**config.mk**
```make
export PLATFORM = sky130hd
export DESIGN_NAME = lsu_pkt_pipe
export DESIGN_NICKNAME = d
export VERILOG_FILES = /design/src/rtl/lsu_pkt_pipe_pkg.sv /design/src/rtl/swerv_types.sv /design/src/rtl/lsu_pkt_stage.sv /design/src/rtl/lsu_pkt_pipe.sv
export SDC_FILE = /design/constraint.sdc
export NUM_CORES = 1
export LEC_CHECK = 0
export BUFFER_PORTS_ARGS = -buffer_cell sky130_fd_sc_hd__buf_2
export CAP_MARGIN = 40
export CORE_UTILIZATION = 50
export CTS_CLUSTER_DIAMETER = 200
export CTS_CLUSTER_SIZE = 28
export DETAILED_ROUTE_END_ITERATION = 12
export HOLD_SLACK_MARGIN = 0.05
export PLACE_DENSITY = 0.79
export SLEW_MARGIN = 20
export SYNTH_ARGS = -nofsm -noshare
export SYNTH_HDL_FRONTEND = slang
export SYNTH_SLANG_ARGS = --single-unit
```
**constraint.sdc**
```tcl
create_clock -name clk -period 2.7 [get_ports clk]
set_clock_uncertainty 0.15 [all_clocks]
set_input_delay 0 -clock clk [delete_from_list [all_inputs] [get_ports clk]]
set_output_delay 0 -clock clk [all_outputs]
set_load 0.03 [all_outputs]
```
**src/rtl/lsu_pkt_pipe_pkg.sv**
```systemverilog
// Stage geometry and small helpers for the LSU packet staging pipe.
package lsu_pkt_pipe_pkg;

  localparam int NUM_STAGES    = 5;  // dc1..dc5
  localparam int FREEZE_STAGES = 3;  // dc1..dc3 hold on lsu_freeze_dc3
  localparam int CNT_W         = 3;

  function automatic logic [CNT_W-1:0] count_valid(input logic [NUM_STAGES-1:0] v);
    logic [CNT_W-1:0] n;
    n = '0;
    for (int i = 0; i < NUM_STAGES; i++) n = n + CNT_W'(v[i]);
    return n;
  endfunction

  // Bit k-1 of flush names dck; a flush kills its stage and every younger one,
  // so the oldest asserted flush governs the kill mask.
  function automatic logic [NUM_STAGES-1:0] kill_mask(input logic [NUM_STAGES-1:0] flush);
    logic [NUM_STAGES-1:0] m;
    m = '0;
    m[NUM_STAGES-1] = flush[NUM_STAGES-1];
    for (int k = NUM_STAGES - 2; k >= 0; k--) m[k] = flush[k] | m[k+1];
    return m;
  endfunction

endpackage

```
**src/rtl/swerv_types.sv**
```systemverilog
// Core-wide LSU packet definition, shared by the LSU staging pipe and the
// LSU clock-enable block.
package swerv_types;

  typedef struct packed {
    logic valid;
    logic load;
    logic store;
    logic by;
    logic half;
    logic word;
    logic unsign;
    logic dma;
  } lsu_pkt_t;

endpackage

```
**src/rtl/lsu_pkt_stage.sv**
```systemverilog
// One LSU pipe stage: packet + address register with hold and kill.
// Kill beats hold; a killed stage drops valid in place and keeps its other fields.
module lsu_pkt_stage
  import swerv_types::*;
#(
  parameter int ADDR_W = 32
) (
  input  logic              clk,
  input  logic              rst,
  input  logic              hold,
  input  logic              kill,
  input  lsu_pkt_t          in_pkt,
  input  logic [ADDR_W-1:0] in_addr,
  output lsu_pkt_t          pkt_q,
  output logic [ADDR_W-1:0] addr_q,
  output logic              valid_d
);

  lsu_pkt_t          pkt_d;
  logic [ADDR_W-1:0] addr_d;

  always_comb begin
    // NOTE: defaults first so every path assigns every signal and no latch is inferred.
    pkt_d  = in_pkt;
    addr_d = in_addr;
    if (kill) begin
      pkt_d       = pkt_q;
      pkt_d.valid = 1'b0;
      addr_d      = addr_q;
    end else if (hold) begin
      pkt_d  = pkt_q;
      addr_d = addr_q;
    end
  end

  assign valid_d = pkt_d.valid;

  always_ff @(posedge clk) begin
    // NOTE: non-blocking updates so every stage samples its neighbour's pre-edge value.
    if (rst) begin
      pkt_q  <= '0;
      addr_q <= '0;
    end else begin
      pkt_q  <= pkt_d;
      addr_q <= addr_d;
    end
  end

endmodule

```
**src/rtl/lsu_pkt_pipe.sv**
```systemverilog
// LSU packet/address staging from decode through dc1..dc5 with freeze, flush,
// DMA injection at dc1 and an occupancy count. Runs on the ungated clock.
module lsu_pkt_pipe
  import swerv_types::*;
  import lsu_pkt_pipe_pkg::*;
#(
  parameter int ADDR_W = 32,
  parameter bit DMA_EN = 1'b1
) (
  input  logic              clk,
  input  logic              rst,
  input  lsu_pkt_t          lsu_p,
  input  logic [ADDR_W-1:0] lsu_addr_d,
  input  logic              dma_dccm_req,
  input  logic              dma_mem_write,
  input  logic [ADDR_W-1:0] dma_addr,
  input  logic              lsu_freeze_dc3,
  input  logic              flush_dc2,
  input  logic              flush_dc3,
  input  logic              flush_dc4,
  input  logic              flush_dc5,
  output lsu_pkt_t          lsu_pkt_dc1,
  output lsu_pkt_t          lsu_pkt_dc2,
  output lsu_pkt_t          lsu_pkt_dc3,
  output lsu_pkt_t          lsu_pkt_dc4,
  output lsu_pkt_t          lsu_pkt_dc5,
  output logic [ADDR_W-1:0] lsu_addr_dc1,
  output logic [ADDR_W-1:0] lsu_addr_dc2,
  output logic [ADDR_W-1:0] lsu_addr_dc3,
  output logic [ADDR_W-1:0] lsu_addr_dc4,
  output logic [ADDR_W-1:0] lsu_addr_dc5,
  output logic [CNT_W-1:0]  lsu_pipe_cnt,
  output logic              lsu_pipe_idle
);

  logic                  dma_sel;
  lsu_pkt_t              src_pkt;
  logic [ADDR_W-1:0]     src_addr;
  lsu_pkt_t              in_pkt    [NUM_STAGES];
  logic [ADDR_W-1:0]     in_addr   [NUM_STAGES];
  lsu_pkt_t              stg_pkt   [NUM_STAGES];
  logic [ADDR_W-1:0]     stg_addr  [NUM_STAGES];
  logic [NUM_STAGES-1:0] hold;
  logic [NUM_STAGES-1:0] kill;
  logic [NUM_STAGES-1:0] nxt_valid;
  logic [CNT_W-1:0]      cnt_d;
  logic [CNT_W-1:0]      cnt_q;

  assign dma_sel = DMA_EN && dma_dccm_req;

  always_comb begin
    src_pkt  = lsu_p;
    src_addr = lsu_addr_d;
    if (dma_sel) begin
      src_pkt       = '0;
      src_pkt.valid = 1'b1;
      src_pkt.dma   = 1'b1;
      src_pkt.word  = 1'b1;
      src_pkt.store = dma_mem_write;
      src_pkt.load  = ~dma_mem_write;
      src_addr      = dma_addr;
    end
  end

  // A frozen dc3 feeds dc4 a zeroed bubble; dc5 always takes dc4.
  always_comb begin
    in_pkt[0]  = src_pkt;
    in_addr[0] = src_addr;
    for (int i = 1; i < NUM_STAGES; i++) begin
      in_pkt[i]  = stg_pkt[i-1];
      in_addr[i] = stg_addr[i-1];
    end
    if (lsu_freeze_dc3) begin
      in_pkt[FREEZE_STAGES]  = '0;
      in_addr[FREEZE_STAGES] = '0;
    end
  end

  always_comb begin
    for (int i = 0; i < NUM_STAGES; i++) hold[i] = (i < FREEZE_STAGES) ? lsu_freeze_dc3 : 1'b0;
  end

  assign kill = kill_mask({flush_dc5, flush_dc4, flush_dc3, flush_dc2, 1'b0});

  for (genvar i = 0; i < NUM_STAGES; i++) begin : g_stage
    lsu_pkt_stage #(.ADDR_W(ADDR_W)) u_stage (
      .clk     (clk),
      .rst     (rst),
      .hold    (hold[i]),
      .kill    (kill[i]),
      .in_pkt  (in_pkt[i]),
      .in_addr (in_addr[i]),
      .pkt_q   (stg_pkt[i]),
      .addr_q  (stg_addr[i]),
      .valid_d (nxt_valid[i])
    );
  end

  // Counting next-state valids keeps the registered count in step with the stages.
  always_comb cnt_d = count_valid(nxt_valid);

  always_ff @(posedge clk) begin
    if (rst) cnt_q <= '0;
    else     cnt_q <= cnt_d;
  end

  assign lsu_pipe_cnt  = cnt_q;
  assign lsu_pipe_idle = (cnt_q == '0) && !lsu_p.valid;

  assign lsu_pkt_dc1  = stg_pkt[0];
  assign lsu_pkt_dc2  = stg_pkt[1];
  assign lsu_pkt_dc3  = stg_pkt[2];
  assign lsu_pkt_dc4  = stg_pkt[3];
  assign lsu_pkt_dc5  = stg_pkt[4];
  assign lsu_addr_dc1 = stg_addr[0];
  assign lsu_addr_dc2 = stg_addr[1];
  assign lsu_addr_dc3 = stg_addr[2];
  assign lsu_addr_dc4 = stg_addr[3];
  assign lsu_addr_dc5 = stg_addr[4];

  // Decode never issues alongside DMA; if it does, the decode packet is lost.
  a_dma_lsu_excl: assert property (@(posedge clk) disable iff (rst) !(dma_sel && lsu_p.valid));

endmodule
```
-- Word-level counts from Yosys, hierarchy flattened
Index checks and enable logic that the tools add are counted.
- word-level logic and storage cells: 74
- memory bits (read-only): 0
- output and inout bits: 204
- memories: 0
- bits in writable memories: 0
- register bits: 203
- bits of input ports: 81
- bits in latches: 0
- divide/modulo/power cells: 0
- reduce and logical (&&, ||, !) cells: 5
- eq/ne operators: 0
- multiplexer cells: 12
- shifts and indexed selects: 0
- $add $sub $neg: 4
- multipliers: 0
- order comparisons: 0
- bitwise operators: 7
- operators by type and width (operator ; number):
    $mux 8 ; 10
    $mux 32 ; 2
    $add 3x1->3 ; 2
    $not 1->1 ; 4
    $reduce_and 2->1 ; 2
    $add 2x1->3 ; 1
    $logic_not 3->1 ; 1
    $or 1x1->1 ; 3
    $add 1x1->2 ; 1
    $logic_and 1x1->1 ; 1
    $logic_not 1->1 ; 1

-- Longest topological paths before layout
- depth after elaboration: 8
- gate-level depth with buffers: 11
- depth with buffers taken out: 9

-- Cells and area by module
A second synthesis with hierarchy kept.
- cell total of the unflattened synthesis: 1008
- area, all modules: 9107.5 sq um
- modules (own cells, without submodules) (module ; seq. area each (sq um) ; instances ; cells an instance ; area each (sq um)):
    lsu_pkt_stage ; 800.8 ; 5 ; 180 ; 1641.6
    lsu_pkt_pipe ; 60.1 ; 1 ; 108 ; 899.6

-- Least setup slack after synthesis
No wires, ideal clock.
- kind: input -> register
- from: input port flush_dc5
- to: register cnt_q[1] (netlist: lsu_pipe_cnt[1])
- stages on the path: 11
- required time: 2.423 ns
- arrival: 2.123 ns
- setup time: 0.127 ns
- path buffers: 2
- path slack: 0.300 ns
- path through: buf_2 -> or2_2 -> clkbuf_1 -> or3_1 -> nor2_1 -> fa_1 -> inv_1 -> fa_1 -> inv_1 -> ha_1 -> nor2b_1
- word-level cells in the longest chain between the ends: 8
- elaborated cells on any way between the ends: 12
- those cells by class: add/sub (4); mux (5); bitwise (3)
- RTL lines (element ; line ; RTL):
    from (decl) ; lsu_pkt_pipe.sv:21 ; input logic flush_dc5,
    $or 1x1->1 (3 in a row) ; lsu_pkt_pipe_pkg.sv:21 ; for (int k = NUM_STAGES - 2; k >= 0; k--) m[k] = flush[k] | m[k+1];
    $mux 8 ; lsu_pkt_stage.sv:26 ; if (kill) begin
    named net g_stage[0].u_stage.valid_d ; lsu_pkt_stage.sv:16 ; output logic valid_d
    $add 1x1->2 ; lsu_pkt_pipe_pkg.sv:11 ; for (int i = 0; i < NUM_STAGES; i++) n = n + CNT_W'(v[i]);
    $add 2x1->3 ; lsu_pkt_pipe_pkg.sv:11 ;
    $add 3x1->3 (2 in a row) ; lsu_pkt_pipe_pkg.sv:11 ;
    named net cnt_d[1] ; lsu_pkt_pipe.sv:46 ; logic [CNT_W-1:0] cnt_d;
    to (signal assigned) ; lsu_pkt_pipe.sv:104 ; else cnt_q <= cnt_d;
    to (decl) ; lsu_pkt_pipe.sv:47 ; logic [CNT_W-1:0] cnt_q;
The timed path passes the listed nets, and every way through them passes these cells.
A chain may end at the register's enable or synchronous reset.

-- Worst setup path after layout
- from: input port lsu_freeze_dc3
- to: register g_stage[0].u_stage.addr_q[11]
- word-level cells in the longest chain between the ends: 2
- RTL lines (element ; line ; RTL):
    from (decl) ; lsu_pkt_pipe.sv:17 ; input logic lsu_freeze_dc3,
    $not 1->1 (no line) ; n/a ;
    $reduce_and 2->1 (no line) ; n/a ;
    to (signal assigned) ; lsu_pkt_stage.sv:45 ; addr_q <= addr_d;
    to (decl) ; lsu_pkt_stage.sv:15 ; output logic [ADDR_W-1:0] addr_q,
Every way passes these cells.

==> results.md <==
- Yosys warns: 0
- Reg power frac: 57.6%
- Top cells by count, synth: dfxtp_1 (203), nand2_1 (117), mux2i_1 (79)
- Largest area contributor in the netlist: dfxtp_1
- Initial antenna violation count: 1
- Clock buffer depth: 3
- Vias in the first global route: 6874
- WL per Instance: 17.3 um
- Placed cells: 1334
- Crit path time final: 2.60 ns
- Pwr Density: 475 mW/mm^2
- Hpwl dp: 15200 um
- Clk pwr share: 33.1%
- Final antenna-violating net count: 0
- # rows: 46
- Tot GR Track Use: 27.6%
- Type of the worst min-delay path: input port to register
- Top-count cell post-synth: dfxtp_1
- Psw: 1.23 mW
- Clock Sinks: 203
- Critical Path AT: 2.87 ns
- RePlAce Congestion: 0.832
- # resized after CTS: 0
- Syn_nets: 981
- Total Power: 5.22 mW
- First-pass GRT wire length: 36700 um
- Seq/Total Area, Yosys: 50.2%
- Root buffer cell: clkbuf_16
- H-tree levels: 1
- Clk slew on worst S/H paths: 0.11 ns
- Die Wd: 129 um
- Logic pwr share: 9.3%
- Synth async-reset ratio: 0%
- Syn-to-layout area delta: 35.6%
- WS Path Type: input port to register
- Hold Violations, Final: 0
- RSZ-0062 raised after global routing: false
- EDFF count, synth: 0
- Pre-antenna DRT Iters: 4
- Peak VDD IR: 0.288 mV
- Critical path peak fanout: 18
- Status: complete, no violations
- Fmax: 385 MHz
- Critical Path Start Type: input port
- Static leakage: 4.93 nW
- Pin count of the biggest net entering global routing: 100
- Via count: 7702
- CP required: 2.97 ns
- CP Capture Type: register
- Port Buf Inserts: 284
- Switching fraction of total power: 23.5%
- Post-synthesis cell type count: 29
- Top FF cell, synth: dfxtp_1
- Final WL: 25000 um
- Synth top area share: 50.2%
- Share of layout cells above drive strength 1: 27.4%
- Slew Limit Fails: 0
- Ports: 285
- CORE AREA: 0.0158 mm^2
- Final setup fails: 0
- Initial core utilization: 51.2%
- Worst-Skew Late Latency: 0.46 ns
- Fin cells: 1448
- Die Ht: 129 um
- Pint: 3.99 mW
- CTS tree: yes
- First DRT Iteration DRCs: 519
- DRC: 0
- # Max-Cap Violations: 0
- Fin Setup TNS: 0 ns
- Worst-Margin Slew: 0.751 ns
- Synth Area per Inst: 9.03 um^2
- Dominant cells by area after synthesis: dfxtp_1 (50%), mux2i_1 (9.8%), nand2_1 (5.4%), a21oi_1 (4.8%), o21ai_0 (4.8%)
- Slew HR: 49.9%
- Layout Nets: 1316
- CTS buffer count: 11
- Vias per cell: 5.32
- Syn Inst Count: 897
- Cell Area, Synth: 0.00810 mm^2
- Yosys reg bits: 203
- Period utilization: 96.3%
- Gr ovfl total: 0
- Die ar.: 0.0167 mm^2
==> area by class of cell <==
type,count,area [um^2]
clock inverters,1,30.0
inverters,2,7.51
well taps,216,270
multi-input cells,611,3720
fillers,1234,4840
flip-flops and latches,203,4060
diodes,1,2.50
repair buffers,403,2620
clock buffers,11,275
==> power groups by stage <==
stage | sequential [mW] | combinational [mW] | clock, mW
5_1_grt | 3.01 | 0.514 | 1.88
6_report | 3.01 | 0.487 | 1.73
3_3_place_gp | 3.07 | 0.343 | 0
3_5_place_dp | 3.07 | 0.345 | 0
4_1_cts | 3.01 | 0.460 | 1.77
2_1_floorplan | 3.09 | 0.208 | 0
==> repair_timing <==
item / 4_1_cts / 5_1_grt
endpoints found under the hold margin: 158 / 0
endpoints found under the setup margin: 0 / 10
buffers inserted: 0 / 0
hold buffers: 99 / 0
==> stage by stage <==
step | setup WS (ns) | instance area (um^2) | hold WS [ns] | utilization, %
2_1_floorplan | 0.300 | 8100 | -0.0380 | -
3_3_place_gp | 0.347 | 9660 | 0.121 | 61.0
3_5_place_dp | 0.337 | 9660 | 0.133 | 61.0
6_report | 0.0997 | 11000 | 0.225 | 69.4
5_1_grt | 0.0547 | 11000 | 0.237 | 69.4
4_1_cts | 0.0255 | 11000 | 0.194 | 69.3
==> cell families after synthesis <==
family	Yosys count	synth area share, %
buffers and inverters	85	4.31
multiplexers	79	9.76
AO/OA/AOI/OAI	194	13.6
adder cells (fa/ha/maj)	3	0.649
flip-flops	203	50.2
AND/OR/NAND/NOR	333	21.5
==> path summary, 6_finish.rpt <==
| path | start | end | slack (ns) | cells after the start |
|---|---|---|---|---|
| max | lsu_freeze_dc3 | g_stage[0].u_stage.addr_q[11] | 0.1 | 8 |
| min | lsu_p[2] | g_stage[0].u_stage.pkt_q[2] | 0.23 | 4 |
| max reg2reg | g_stage[1].u_stage.pkt_q[7] | lsu_pipe_cnt[1] | 0.43 | 8 |
| min reg2reg | g_stage[1].u_stage.addr_q[8] | g_stage[2].u_stage.addr_q[8] | 0.32 | 2 |
==> state kept, by name (all words and copies together), names as in the netlist <==
| name | count |
|---|---|
| lsu_pipe_cnt | 3 |
| g_stage.u_stage.addr_q | 160 |
| g_stage.u_stage.pkt_q | 40 |
==> placed cells by master, fill, tap and decap left out, types with 2 or more instances in the layout <==
cell	Yosys	routed
o21bai_1	26	26
dlygate4sd3_1	0	98
dfxtp_1	203	203
nor2b_1	42	42
buf_12	0	4
a21oi_1	78	78
fa_1	2	2
nand2b_1	44	44
or4_2	0	2
mux2i_1	79	79
nor2_1	45	44
o21bai_2	10	10
nor3_1	2	2
o21ai_0	78	78
or3b_2	3	3
or3_1	2	2
clkbuf_16	0	11
nand3b_1	39	39
buf_4	1	17
inv_1	2	2
nand2_1	117	117
buf_2	9	283
nor4_1	35	34
==> critical path, stage by stage <==
cell and delay, ns:
dlygate4sd3_1 0.54, buf_2 0.18, buf_4 0.22, or4_4 0.70, buf_4 0.25, nor4_1 0.27, o21bai_1 0.16, dlygate4sd3_1 0.55
==> metal layers <==
layer	routed length (um)	global-route usage, %
met1	11100	37.9
met2	11700	44.3
met3	1470	3.92
met4	779	10.2
met5	0	0
No activity file was read; power rests on OpenSTA's default activity.
